`src/rtl/mem_arbiter.sv`:
```
// Two-port memory arbiter: CPU and loader share one Memoria port, CPU priority
// bounded by a starvation counter so a pending loader is eventually served.
module mem_arbiter #(
    parameter int unsigned MEM_LAT    = 2,
    parameter int unsigned STARVE_MAX = 4
) (
    input  logic        clk,
    input  logic        rst_n,
    input  logic        cpu_req,
    input  logic        cpu_wr,
    input  logic [31:0] cpu_addr,
    input  logic [31:0] cpu_wdata,
    output logic        cpu_ack,
    output logic [31:0] cpu_rdata,
    input  logic        ld_req,
    input  logic        ld_wr,
    input  logic [31:0] ld_addr,
    input  logic [31:0] ld_wdata,
    output logic        ld_ack,
    output logic [31:0] ld_rdata,
    output logic [31:0] mem_addr,
    output logic        mem_wr,
    output logic [31:0] mem_wdata,
    input  logic [31:0] mem_rdata,
    output logic        busy,
    output logic        owner
);

    typedef enum logic [1:0] {IDLE, ACCESS, RD_WAIT, DONE} state_t;

    localparam logic [3:0] STARVE_LIM = 4'(STARVE_MAX);
    localparam logic [1:0] LAT_INIT   = 2'(MEM_LAT - 1);

    state_t      state_q, state_d;
    logic [3:0]  starve_q, starve_d;
    logic        owner_q, owner_d;
    logic        wr_q, wr_d;
    logic [1:0]  lat_q, lat_d;
    logic [31:0] mem_addr_q, mem_addr_d;
    logic [31:0] mem_wdata_q, mem_wdata_d;
    logic [31:0] cpu_rdata_q, cpu_rdata_d;
    logic [31:0] ld_rdata_q, ld_rdata_d;
    logic        grant_ld;

    always_ff @(posedge clk or negedge rst_n) begin
        if (!rst_n) begin
            state_q     <= IDLE;
            starve_q    <= '0;
            owner_q     <= 1'b0;
            wr_q        <= 1'b0;
            lat_q       <= '0;
            mem_addr_q  <= '0;
            mem_wdata_q <= '0;
            cpu_rdata_q <= '0;
            ld_rdata_q  <= '0;
        end else begin
            state_q     <= state_d;
            starve_q    <= starve_d;
            owner_q     <= owner_d;
            wr_q        <= wr_d;
            lat_q       <= lat_d;
            mem_addr_q  <= mem_addr_d;
            mem_wdata_q <= mem_wdata_d;
            cpu_rdata_q <= cpu_rdata_d;
            ld_rdata_q  <= ld_rdata_d;
        end
    end

    always_comb begin
        state_d = state_q;
        case (state_q)
            IDLE:    if (cpu_req || ld_req) state_d = ACCESS;
            ACCESS:  state_d = (wr_q || lat_q == 2'd0) ? DONE : RD_WAIT;
            RD_WAIT: if (lat_q == 2'd0) state_d = DONE;
            DONE:    state_d = IDLE;
            default: state_d = IDLE;
        endcase
    end

    // The loader only wins a contested cycle once the CPU has used up its run.
    assign grant_ld = ld_req && (!cpu_req || starve_q == STARVE_LIM);

    always_comb begin
        starve_d    = starve_q;
        owner_d     = owner_q;
        wr_d        = wr_q;
        lat_d       = lat_q;
        mem_addr_d  = mem_addr_q;
        mem_wdata_d = mem_wdata_q;
        cpu_rdata_d = cpu_rdata_q;
        ld_rdata_d  = ld_rdata_q;
        if (state_q == IDLE && (cpu_req || ld_req)) begin
            owner_d     = grant_ld;
            wr_d        = grant_ld ? ld_wr : cpu_wr;
            mem_addr_d  = grant_ld ? ld_addr : cpu_addr;
            mem_wdata_d = grant_ld ? ld_wdata : cpu_wdata;
            lat_d       = LAT_INIT;
            if (grant_ld || !ld_req)
                starve_d = '0;
            else if (starve_q != STARVE_LIM)
                starve_d = starve_q + 4'd1;
        end else if ((state_q == ACCESS || state_q == RD_WAIT) && !wr_q) begin
            // lat_q counts the read cycles still to go after the current one.
            if (lat_q == 2'd0) begin
                if (owner_q) ld_rdata_d  = mem_rdata;
                else         cpu_rdata_d = mem_rdata;
            end else begin
                lat_d = lat_q - 2'd1;
            end
        end
    end

    always_comb begin
        mem_wr    = (state_q == ACCESS) && wr_q;
        busy      = (state_q != IDLE);
        cpu_ack   = (state_q == DONE) && !owner_q;
        ld_ack    = (state_q == DONE) && owner_q;
        owner     = owner_q;
        mem_addr  = mem_addr_q;
        mem_wdata = mem_wdata_q;
        cpu_rdata = cpu_rdata_q;
        ld_rdata  = ld_rdata_q;
    end

endmodule

```
`config.mk`:
```
export PLATFORM = sky130hd
export DESIGN_NAME = mem_arbiter
export DESIGN_NICKNAME = d
export VERILOG_FILES = /design/src/rtl/mem_arbiter.sv
export SDC_FILE = /design/constraint.sdc
export NUM_CORES = 1
export LEC_CHECK = 0
export CAP_MARGIN = 30
export CORE_ASPECT_RATIO = 1.25
export CORE_MARGIN = 4
export CORE_UTILIZATION = 40
export DETAILED_ROUTE_END_ITERATION = 8
export DONT_BUFFER_PORTS = 1
export SETUP_SLACK_MARGIN = 0.15
export SLEW_MARGIN = 20
export SYNTH_ARGS = -nofsm -noshare
export SYNTH_HDL_FRONTEND = slang
export SYNTH_SLANG_ARGS = --single-unit
```
`constraint.sdc`:
```
create_clock -name clk -period 5.35 [get_ports clk]
set_input_delay 0.535 -clock clk [delete_from_list [all_inputs] [get_ports clk]]
set_output_delay 0.535 -clock clk [all_outputs]
set_load 0.005 [all_outputs]
```
Yosys cells after proc, flatten, opt, wreduce, memory -nomap -nowiden
Index checks and enable logic that the tools add are counted.
{"block": "word_totals", "out_inout_bits": 133, "wordCells": 58, "in_bits": 166, "ff_bits": 138}
{"block": "classes", "mux": 12, "n_eq_ne": 8, "bitwise_logic": 2, "n_reduce_logical": 25, "add_sub_neg": 2}
{"cell": "two-way mux 32 bit", "n": 2}
{"cell": "two-way mux 2 bit", "n": 5}
{"cell": "two-way mux 4 bit", "n": 2}
{"cell": "one-hot mux 2 bit (4 select lines)", "n": 1}
{"cell": "AND reduction 4 bit", "n": 2}
{"cell": "logical AND 1 bit", "n": 6}
{"cell": "AND reduction 2 bit", "n": 3}
{"cell": "nonzero test 2 bit", "n": 3}
{"cell": "logical OR 1 bit", "n": 5}
{"cell": "adder 4 x 1 -> 4 bit, second input constant", "n": 1}
{"cell": "equality test 2 bit, second input constant", "n": 2}
{"cell": "equality test 4 x 3 -> 1 bit, second input constant", "n": 1}
{"cell": "zero test 1 bit", "n": 4}
{"cell": "zero test 2 bit", "n": 2}
{"cell": "!= test 2 x 1 -> 1 bit, second input constant", "n": 2}
{"cell": "!= test 4 x 3 -> 1 bit, second input constant", "n": 1}
{"cell": "equality test 2 x 1 -> 1 bit, second input constant", "n": 1}
{"cell": "two-way mux 1 bit", "n": 2}
{"cell": "!= test 2 bit, second input constant", "n": 1}
{"cell": "inverter 1 bit", "n": 2}
{"cell": "subtractor 2 x 1 -> 2 bit, second input constant", "n": 1}

Depth between registers and ports, before layout
{"block": "logic_depth", "depth_word": 6, "ltp_mapped": 9, "depth_no_buf": 5}

Worst setup path after synthesis
OpenSTA, ideal clock, no wires.
{"block": "synth_timing", "path_kind": "register to register", "start": "register state_q[0]", "end": "register ld_rdata_q[10], in the netlist ld_rdata[10]", "setup_slack_ps": 3229, "arrival_ps": 1996, "path_stages_with_launch": 10, "required_ps": 5225, "setup_time_ps": 125, "synth_period_minus_slack_ps": 2121, "path_cell_list": "dfrtp_1 -> inv_1 -> ha_1 -> clkbuf_1 -> o21a_1 -> buf_6 -> or3b_1 -> buf_2 -> buf_6 -> mux2_4"}
{"block": "synth_via", "elab_chain_cells": 4}
{"element": "from (decl)", "line": "34", "source": "state_t state_q, state_d;"}
{"element": "from (signal assigned)", "line": "57", "source": "state_q <= state_d;"}
{"element": "equality test 2 x 1 -> 1 bit, or another cell as far along", "line": "102", "source": "end else if ((state_q == ACCESS || state_q == RD_WAIT) && !wr_q) begin"}
{"element": "logical OR 1 bit / logical AND 1 bit (equally long branches)", "line": "102, 92"}
{"element": "logical AND 1 bit / inverter 1 bit (equally long branches)"}
{"element": "AND reduction 4 bit (no line) (*)"}
{"element": "to (signal assigned)", "line": "65", "source": "ld_rdata_q <= ld_rdata_d;"}
{"element": "to (decl)", "line": "42", "source": "logic [31:0] ld_rdata_q, ld_rdata_d;"}
Mark *: on every way between the ends. The rest lies on a longest branch, timed or not.
A chain may end at the register's enable or synchronous reset.

Worst setup path after layout
{"block": "layout_timing", "start": "register state_q[1]", "end": "register mem_wdata_q[20], in the netlist mem_wdata[20]"}
{"block": "layout_via", "elab_chain_cells": 2}
{"element": "zero test 2 bit", "line": "92", "source": "if (state_q == IDLE && (cpu_req || ld_req)) begin"}
{"element": "logical AND 1 bit", "line": "92"}
{"element": "to (signal assigned)", "line": "63", "source": "mem_wdata_q <= mem_wdata_d;"}
{"element": "to (decl)", "line": "40", "source": "logic [31:0] mem_wdata_q, mem_wdata_d;"}
No other way between the ends.

==> results.py <==
metrics = {
    "yosys": {
        "synthAdderAreaFrac": 0.0139,
        "synth_top_area_cell": "dfrtp_1",
        "synth_area_um2": 6300,
        "synth_edf_count": 0,
        "syn-num-nets": 743,
        "synth_cells": 570,
        "synth.top_cell.area_share": 0.548,
        "synthTopCellsByArea": "dfrtp_1 (55%), nand2_1 (7.9%), o211ai_1 (7.8%)",
        "synth_mux_area_frac": 0.136,
        "syn_avg_cell_area_um2": 11.0,
        "synth_top_family_by_area": "simple AND/OR/NAND/NOR gates",
        "async_reset_ff_frac": 1.00,
        "ys_ff_latch": 138,
        "yosysSeqAreaShare": 0.548,
        "ys.flop_type": "dfrtp_1",
        "yosysWarnings": 0,
        "synthDistinctLibCells": 38,
        "synth_compound_area_frac": 0.0920,
        "synthXorXnorAreaFrac": 0.00139,
        "synth_simple_gate_area_frac": 0.165,
    },
    "clocking": {
        "cts.clk_slew.worst_paths_ns": 0.06,
        "cts.htree.levels": 4,
        "root_buffer": "clkbuf_16",
        "cts_buffers": 17,
        "clock-sinks": 138,
        "ctsResizeCount": 0,
        "cts_tree": "yes",
        "post-cts-setup-buffers": 0,
        "clock_latency_ns": 0.41,
        "cts_max_path_buffers": 2,
        "holdBufCountCts": 1,
    },
    "critical_path": {
        "worst_setup_path_start_kind": "flop",
        "cp-startpoint": "state_q[1]",
        "rr_worst_depth": 7,
        "max_stage_delay_ns": 0.65,
        "rr_endpoint": "mem_wdata[20]",
        "r2r_start": "state_q[1]",
        "crit_end": "mem_wdata[20]",
        "rrSetupSlack_ns": 2.73,
        "cpMostUsedCell": "buf_4",
        "crit_path_top_delay_cell": "buf_4",
        "endpoint_kind": "flop",
        "crit_arrival_ns": 2.87,
        "worstSetupPathType": "reg -> reg",
        "required_ns": 5.60,
        "critPathMaxFanout": 72,
        "crit_chain": "inv_1 > ha_2 > buf_4 > o21ai_4 > buf_4 > nand2_1 > o211ai_1",
    },
    "final_layout": {
        "multiInputGateArea_um2": 2610,
        "fillers": 1442,
        "areaGrowthSynthToFinish_pct": 11.8,
        "finish.utilization": 0.454,
        "antenna_cells": 0,
        "register_area_um2": 3450,
        "nNetsFinal": 718,
        "drive_above_1_share": 0.197,
        "final_cell_mix": "dfrtp_1 (138), nand2_1 (133), nand4_1 (65), o211ai_1 (65), mux2_2 (34)",
        "mostFrequentLayoutCell": "dfrtp_1",
    },
    "sta": {
        "slew-limit-headroom": 0.453,
        "grt_setup_unrepaired": "no",
        "hold_ws_ns": 0.0706,
        "hold_viol": 0,
        "fin_ws_ns": 2.73,
        "period_minus_slack_ns": 2.62,
        "clock.fmax_ghz": 0.382,
        "worstMarginPinSlew_ns": 0.821,
        "period_share": 0.490,
        "setup_viol": 0,
        "setup_total_negative_slack_ns": 0,
        "fin_skew_ns": 0.00875,
        "report.final.slew_viol_count": 0,
    },
    "grt": {
        "grt_max_degree": 139,
        "grt_pass1_wl_mm": 26.1,
        "grt_use_total": 0.185,
        "overflow": 0,
        "grt_antenna_before_repair": 0,
        "grt_pass1_vias": 4769,
    },
    "run": {
        "drv_cap": 0,
    },
    "die": {
        "die_h_um": 148,
        "initial_utilization": 0.406,
        "io-pin-count": 299,
        "row_count": 51,
        "die_area_um2": 17800,
        "core-area_um2": 15500,
        "die_w_um": 120,
    },
    "run_status": {
        "status": "finished clean",
    },
    "power_and_ir_drop": {
        "p_leak_nw": 2.98,
        "ir_worst_vdd_mv": 0.223,
        "p_per_area_nw_per_um2": 624,
        "total_power_mw": 4.39,
    },
    "placed_design": {
        "gp_congestion": 0.764,
        "dp_slack_ns": 2.73,
        "place_hpwl_mm": 11.5,
        "io_buffers": 0,
    },
    "drt": {
        "dr.pass1.iters": 4,
        "drcViolationCount": 0,
        "antenna_left": 0,
        "drt_wl_total_mm": 16.7,
        "viasPerCell": 5.82,
        "num_vias": 4482,
        "post_drt_wl_per_cell_um": 21.7,
        "drtIter0Drc": 249,
    },
    "worst_hold_path": {
        "hold_path.class": "in -> async",
    },
}
[Yosys cell counts (2+ instances only)]
master and n:
nand4_1 65, ha_1 7, nand2_1 133, o211ai_1 65, nor3b_1 2, and2_1 2
dfrtp_1 138, buf_2 5, nor2b_1 2, clkbuf_1 41, inv_1 9, nor2_1 6
mux2_1 2, o21ai_0 3, mux2_2 34, mux2_4 30, buf_6 5
[through the flow]
stage / instance area [um^2] / cells
after global placement: 6400 / 736
after detailed placement: 6410 / 737
final: 7040 / 770
after floorplan: 6300 / 570
after CTS: 7040 / 770
after global routing: 7040 / 770
[metal layers]
metal,part of all wire,track usage,wire length (um),vias to the layer above
met3,0.11,0.0715,1820,24
met2,0.49,0.307,8210,237
met5,0,0,0,-
li1,-,-,-,2000
met4,0.020,0.0720,328,0
met1,0.38,0.215,6320,2221
[sequential cells by signal, summed over array words and instances (netlist names)]
signal     count
wr_q           1
cpu_rdata     32
ld_rdata      32
state_q        2
owner          1
mem_addr      32
mem_wdata     32
starve_q       4
lat_q          2
[worst max-delay path, delay by kind of cell, from the launching register on]
| family | cells | cell delay, ns |
|---|---|---|
| buf+inv | 3 | 1.17 |
| compound gates | 2 | 0.51 |
| fa+ha+maj | 1 | 0.19 |
| flops | 1 | 0.43 |
| simple gates | 1 | 0.12 |
[worst min-delay path by stage]
stage               startpoint       endpoint  cells past startpoint
floorplan                rst_n   cpu_rdata[0]                      0
global route             rst_n   ld_rdata[11]                      1
global placement         rst_n  cpu_rdata[17]                      0
CTS                      rst_n  cpu_rdata[15]                      1
finish                   rst_n   ld_rdata[11]                      1
detailed placement       rst_n  cpu_rdata[12]                      0
[area by class of cell]
class / instances / area share
inverters: 9 / 0.00480
clock inverters: 13 / 0.0220
repair buffers: 8 / 0.0119
well taps: 212 / 0.0377
clock buffers: 19 / 0.0629
multi-input cells: 371 / 0.370
flip-flops and latches: 138 / 0.491
[report_power, final]
group	internal (mW)	switching [mW]
clock	0.713	0.476
sequential	1.55	0.432
combinational	0.604	0.618
[logic make-up (layout without fill, tap and decap cells)]
logic type | after synthesis | in the layout
buffers and inverters | 61 | 49
xor gates and xnor gates | 1 | 1
and+or+nand+nor | 219 | 219
AOI/OAI and AO/OA | 78 | 78
muxes | 66 | 66
adders and majority gates | 7 | 7
DFF | 138 | 138
Power figures use the tool's default switching activity.
